### config.mk
export PLATFORM = sky130hd
export DESIGN_NAME = mult_add_clip_unit
export DESIGN_NICKNAME = d
export VERILOG_FILES = /design/src/rtl/mult_add_clip_unit.sv
export SDC_FILE = /design/constraint.sdc
export NUM_CORES = 1
export LEC_CHECK = 0
export ABC_CLOCK_PERIOD_IN_PS = 7700
export CAP_MARGIN = 40
export CORE_MARGIN = 2
export CORE_UTILIZATION = 29
export CTS_BUF_LIST = sky130_fd_sc_hd__clkbuf_16
export DETAILED_ROUTE_END_ITERATION = 8
export SLEW_MARGIN = 15
export SYNTH_ARGS = -nofsm -noshare
export SYNTH_HDL_FRONTEND = slang
export SYNTH_SLANG_ARGS = --single-unit
### constraint.sdc
create_clock -name clk -period 7.7 [get_ports clk]
set_input_delay 1.54 -clock clk [delete_from_list [all_inputs] [get_ports clk]]
set_output_delay 1.54 -clock clk [all_outputs]
set_load 0.005 [all_outputs]
### src/rtl/mult_add_clip_unit.sv
// Pipelined signed fixed-point O = saturate(A*B + C) with independent binary points and LATENCY 1..4.
// Optional MULT_ADD_CLIP_ROUND_EN switches the output quantiser from floor to round-half-up.
module mult_add_clip_unit #(
  parameter int WIDTH_A  = 18,
  parameter int BIN_PT_A = 17,
  parameter int WIDTH_B  = 18,
  parameter int BIN_PT_B = 17,
  parameter int WIDTH_C  = 24,
  parameter int BIN_PT_C = 23,
  parameter int WIDTH_O  = 24,
  parameter int BIN_PT_O = 23,
  parameter int LATENCY  = 2
) (
  input  logic               clk,
  input  logic               reset,
  input  logic               CE,
  input  logic [WIDTH_A-1:0] A,
  input  logic [WIDTH_B-1:0] B,
  input  logic [WIDTH_C-1:0] C,
  output logic [WIDTH_O-1:0] O
);

  localparam int WP   = WIDTH_A + WIDTH_B;
  localparam int BP_P = BIN_PT_A + BIN_PT_B;
  localparam int FP0  = (BP_P > BIN_PT_C) ? BP_P : BIN_PT_C;
  localparam int FP   = (FP0 > BIN_PT_O) ? FP0 : BIN_PT_O;
  localparam int IP_P = WP - BP_P;
  localparam int IP_C = WIDTH_C - BIN_PT_C;
  // One guard integer bit above the wider operand keeps P + C exact.
  localparam int IP   = ((IP_P > IP_C) ? IP_P : IP_C) + 1;
  localparam int WS   = IP + FP;
  localparam int SH_P = FP - BP_P;
  localparam int SH_C = FP - BIN_PT_C;
  localparam int SH_O = FP - BIN_PT_O;
  localparam int WE   = WS + 1;
  localparam int WQ   = WE - SH_O;
  localparam int WQX  = ((WQ > WIDTH_O) ? WQ : WIDTH_O) + 1;

`ifdef MULT_ADD_CLIP_ROUND_EN
  localparam int RND_SH = (SH_O > 0) ? SH_O - 1 : 0;
  localparam logic signed [WE-1:0] HALF_LSB = (SH_O > 0) ? (WE'(1) <<< RND_SH) : '0;
`endif

  function automatic logic signed [WP-1:0] mul(input logic [WIDTH_A-1:0] a,
                                               input logic [WIDTH_B-1:0] b);
    return WP'($signed(a)) * WP'($signed(b));
  endfunction

  function automatic logic signed [WS-1:0] align_sum(input logic signed [WP-1:0] p,
                                                     input logic signed [WIDTH_C-1:0] c);
    logic signed [WS-1:0] p_ext;
    logic signed [WS-1:0] c_ext;
    p_ext = WS'(p) <<< SH_P;
    c_ext = WS'(c) <<< SH_C;
    return p_ext + c_ext;
  endfunction

  // Extra top bit absorbs the rounding increment; saturation checks that all bits
  // from the output sign bit upward agree.
  function automatic logic [WIDTH_O-1:0] quant_clip(input logic signed [WS-1:0] s);
    logic signed [WE-1:0]     s_ext;
    logic signed [WE-1:0]     s_shr;
    logic signed [WQX-1:0]    q;
    logic [WQX-WIDTH_O:0]     top;
    s_ext = WE'(s);
`ifdef MULT_ADD_CLIP_ROUND_EN
    s_ext = s_ext + HALF_LSB;
`endif
    s_shr = s_ext >>> SH_O;
    q     = WQX'(s_shr);
    top   = q[WQX-1:WIDTH_O-1];
    if ((&top) || !(|top))
      return q[WIDTH_O-1:0];
    else if (q[WQX-1])
      return {1'b1, {(WIDTH_O-1){1'b0}}};
    else
      return {1'b0, {(WIDTH_O-1){1'b1}}};
  endfunction

  logic [WIDTH_O-1:0] o_d;
  logic [WIDTH_O-1:0] o_q;

  generate
    if (BIN_PT_A < 0 || BIN_PT_B < 0 || BIN_PT_C < 0 || BIN_PT_O < 0) begin : g_bad_point
      $error("mult_add_clip_unit: binary points must be non-negative");
    end

    case (LATENCY)
      1: begin : g_lat1
        always_comb o_d = quant_clip(align_sum(mul(A, B), $signed(C)));
      end

      2: begin : g_lat2
        logic signed [WP-1:0]      p_q;
        logic signed [WIDTH_C-1:0] c_q;
        always_ff @(posedge clk or negedge reset) begin
          if (!reset) begin
            p_q <= '0;
            c_q <= '0;
          end else if (CE) begin
            p_q <= mul(A, B);
            c_q <= $signed(C);
          end
        end
        always_comb o_d = quant_clip(align_sum(p_q, c_q));
      end

      3: begin : g_lat3
        logic [WIDTH_A-1:0]        a_q;
        logic [WIDTH_B-1:0]        b_q;
        logic signed [WIDTH_C-1:0] c_q;
        logic signed [WP-1:0]      p_q;
        logic signed [WIDTH_C-1:0] c2_q;
        always_ff @(posedge clk or negedge reset) begin
          if (!reset) begin
            a_q  <= '0;
            b_q  <= '0;
            c_q  <= '0;
            p_q  <= '0;
            c2_q <= '0;
          end else if (CE) begin
            a_q  <= A;
            b_q  <= B;
            c_q  <= $signed(C);
            p_q  <= mul(a_q, b_q);
            c2_q <= c_q;
          end
        end
        always_comb o_d = quant_clip(align_sum(p_q, c2_q));
      end

      4: begin : g_lat4
        logic [WIDTH_A-1:0]        a_q;
        logic [WIDTH_B-1:0]        b_q;
        logic signed [WIDTH_C-1:0] c_q;
        logic signed [WP-1:0]      p_q;
        logic signed [WIDTH_C-1:0] c2_q;
        logic signed [WS-1:0]      s_q;
        always_ff @(posedge clk or negedge reset) begin
          if (!reset) begin
            a_q  <= '0;
            b_q  <= '0;
            c_q  <= '0;
            p_q  <= '0;
            c2_q <= '0;
            s_q  <= '0;
          end else if (CE) begin
            a_q  <= A;
            b_q  <= B;
            c_q  <= $signed(C);
            p_q  <= mul(a_q, b_q);
            c2_q <= c_q;
            s_q  <= align_sum(p_q, c2_q);
          end
        end
        always_comb o_d = quant_clip(s_q);
      end

      default: begin : g_bad_latency
        $error("mult_add_clip_unit: LATENCY must be in 1..4");
        always_comb o_d = '0;
      end
    endcase
  endgenerate

  always_ff @(posedge clk or negedge reset) begin
    if (!reset)
      o_q <= '0;
    else if (CE)
      o_q <= o_d;
  end

  assign O = o_q;

endmodule

==> results.yml <==
logic_synthesis:
  synth.largest_area_cell: "fa_1"
  synth-edff-count: 0
  synth_cell_types: 71
  ys_ff_latch: 73
  synth.net_count: 2217
  synth_area_mm2: 0.0160
  postSynthCellCount: 1712
  synth.cells.most_frequent: "407 x inv_1, 329 x fa_1, 175 x nand2_1"
  postSynth.asyncResetShare_pct: 100
  yosysSeqAreaShare_pct: 11.4
  synth.area.top_cells: "fa_1 41%, dfrtp_1 11%, inv_1 9.5%"
  yosys_warnings: 0
  avgSynthCellArea_um2: 9.36
  yosysMostFrequentCell: "inv_1"
  synth_top_cell_area_share_pct: 41.1
  synth_flop_cell: "dfrtp_1"
worst_setup_path:
  crit_path_top_delay_cell: "fa_1"
  rrSetupSlack_ns: 4.14
  critical_path_required_ns: 7.92
  crit_path_end_kind: "flip-flop"
  cp_common_cell: "fa_1"
  worstRegToRegCells: 12
  cp_cell_sequence: "clkdlybuf4s50_1 -> buf_12 -> nand2_1 -> fa_1 -> inv_1 -> fa_1 -> inv_1 -> fa_1 -> fa_1 -> inv_1 -> fa_1 -> inv_1 -> fa_1 -> inv_1 -> ha_1 -> a21o_1 -> a21o_1 -> a21oi_2 -> o21ai_1 -> nor3_2 -> a211o_1 -> a21oi_1 -> or3b_2 -> a31o_2"
  r2r_end: "O[1]"
  crit_path_max_incr_delay_ns: 0.56
  startpoint_type: "primary input"
  crit_path_max_fanout: 18
  crit_start: "A[16]"
  path_buf_inv: 7
  cp_top_family: "adder cells"
  critical_path_class: "in2reg"
  regToRegStartpoint: "g_lat2.p_q[11]"
  cp.arrival_ns: 7.66
cells_and_area:
  nNetsFinal: 2392
  drive_gt1_share_pct: 11.7
  syn2layout_area_growth_pct: 19.2
  num_antenna_cells: 0
flow_run:
  drv_cap: 0
global_route:
  overflow: 0
  gr-usage-all-layers_pct: 14.2
  antenna_found_initial: 0
  grt_pass1_wl_mm: 65.0
  grt_max_degree: 75
  grt_pass1_vias: 13150
run_status:
  status: "completed"
clock_tree:
  clkLatencyLatePin_ns: 0.33
  post_cts_buffers: 0
  cts_buffers: 9
  clk_pin_slew_ns: 0.06
  cts_root_buf: "clkbuf_16"
  tritoncts: "built"
  cts_sinks: 73
  postCtsHoldBufs: 0
  cts_resized: 0
  cts_buffer_depth: 2
  cts_htree_levels: 3
timing:
  hold_ws_ns: 0.481
  period_share_pct: 96.6
  fin_skew_ns: 0.00640
  setup_viol: 0
  hold_violations: 0
  period_needed_ns: 7.44
  max_freq_mhz: 134
  worstMarginPinSlew_ns: 0.810
  relSlewSlack_pct: 45.9
  slew_viol_final: 0
worst_hold_path:
  worstHoldEndpoint: "O[23]"
  min-delay-start: "O[23]"
  worst_hold_path.num_cells: 1
  worstHoldPathType: "reg2reg"
floorplanning:
  dieArea_mm2: 0.0572
  initial_core_util_pct: 29.2
  die-width_um: 239
  rows: 86
  die_y_um: 239
  core_area_mm2: 0.0549
  io-pin-count: 87
place:
  dp_hpwl_mm: 33.3
  io_buffers: 86
  gp_congestion: 0.852
detailed_routing:
  drc: 0
  first_iter_violations: 491
  routed-via-count: 11768
  firstDrtPassIters: 5
  via_per_inst: 4.53
  wl_per_cell_um: 14.7
  wl_mm: 38.3
  ant_nets: 0
==> flip-flops by register name (all words and copies together), names as in the netlist <==
signal and flops:
O 24, g_lat2.c_q 24, g_lat2.p_q 25
==> worst max path at each step <==
| stage | depth (start not counted) | slack, ns | endpoint |
|---|---|---|---|
| after floorplan | 22 | 0.15 | g_lat2.p_q[35] |
| after global placement | 24 | -0.21 | g_lat2.p_q[35] |
| after detailed placement | 24 | -0.27 | g_lat2.p_q[35] |
| after CTS | 24 | 0.06 | g_lat2.p_q[35] |
| after global routing | 25 | -0.0005 | g_lat2.p_q[35] |
| final | 24 | 0.26 | g_lat2.p_q[35] |
==> area by class of cell <==
type | count | area [um2]
Clock buffer | 9 | 225
Clock inverter | 7 | 86.3
Fill cell | 5584 | 35800
Inverter | 408 | 1530
Multi-Input combinational cell | 1173 | 12500
Sequential cell | 73 | 1830
Tap cell | 704 | 881
Timing Repair Buffer | 222 | 2090
==> cells by family after synthesis <==
kind of cell | Yosys count | synth area share [%]
adders and majority gates | 442 | 49.9
AOI/OAI and AO/OA | 175 | 7.46
xor gates and xnor gates | 47 | 2.57
buffers and inverters | 466 | 11.1
muxes | 42 | 2.94
and+or+nand+nor | 467 | 14.7
DFF | 73 | 11.4
==> through the flow <==
stage / TNS [ns] / utilization (%) / worst slack, ns / area [um2] / cells
2_1_floorplan: 0 / - / 0.146 / 16000 / 1712
3_3_place_gp: -1.21 / 34.0 / -0.214 / 18700 / 2578
3_5_place_dp: -1.99 / 34.1 / -0.271 / 18700 / 2579
4_1_cts: 0 / 34.6 / 0.0583 / 19000 / 2595
5_1_grt: -0.000511 / 34.8 / -0.000511 / 19100 / 2596
6_report: 0 / 34.8 / 0.262 / 19100 / 2596
==> routing by layer <==
layer | up-vias | routed length, um | GRT usage (%) | share of wire (%)
li1 | 5523 | - | - | -
met4 | 0 | 796 | 3.39 | 2.1
met3 | 39 | 780 | 0.993 | 2.0
met1 | 6053 | 15500 | 16.9 | 40
met2 | 153 | 21200 | 27.6 | 55
met5 | - | 0 | 0 | 0
==> cells in the final DEF, fill, tap and decap left out, types with 4 or more instances in the layout <==
cell type        instances
a211o_1                  4
a21o_1                  17
a21oi_1                 54
a21oi_2                  6
a31oi_1                  7
and2_1                 160
buf_12                  13
buf_4                  122
clkbuf_16                9
clkdlybuf4s50_1         72
dfrtp_1                 73
dlymetal6s2s_1          12
fa_1                   328
ha_1                   113
inv_1                  408
mux2_2                  40
nand2_1                175
nand2b_1                12
nand3_1                 14
nand4_1                  4
nor2_1                  64
nor3_1                   5
o21a_1                   7
o21ai_0                 22
o21ai_1                  4
o21bai_1                 6
o2bb2ai_1               15
o31ai_1                  4
xnor2_1                 37
xor2_1                  10
Power is left out: the tool's default activity adds up to more than one toggle a clock period on the data nets, which glitch-free logic cannot reach.
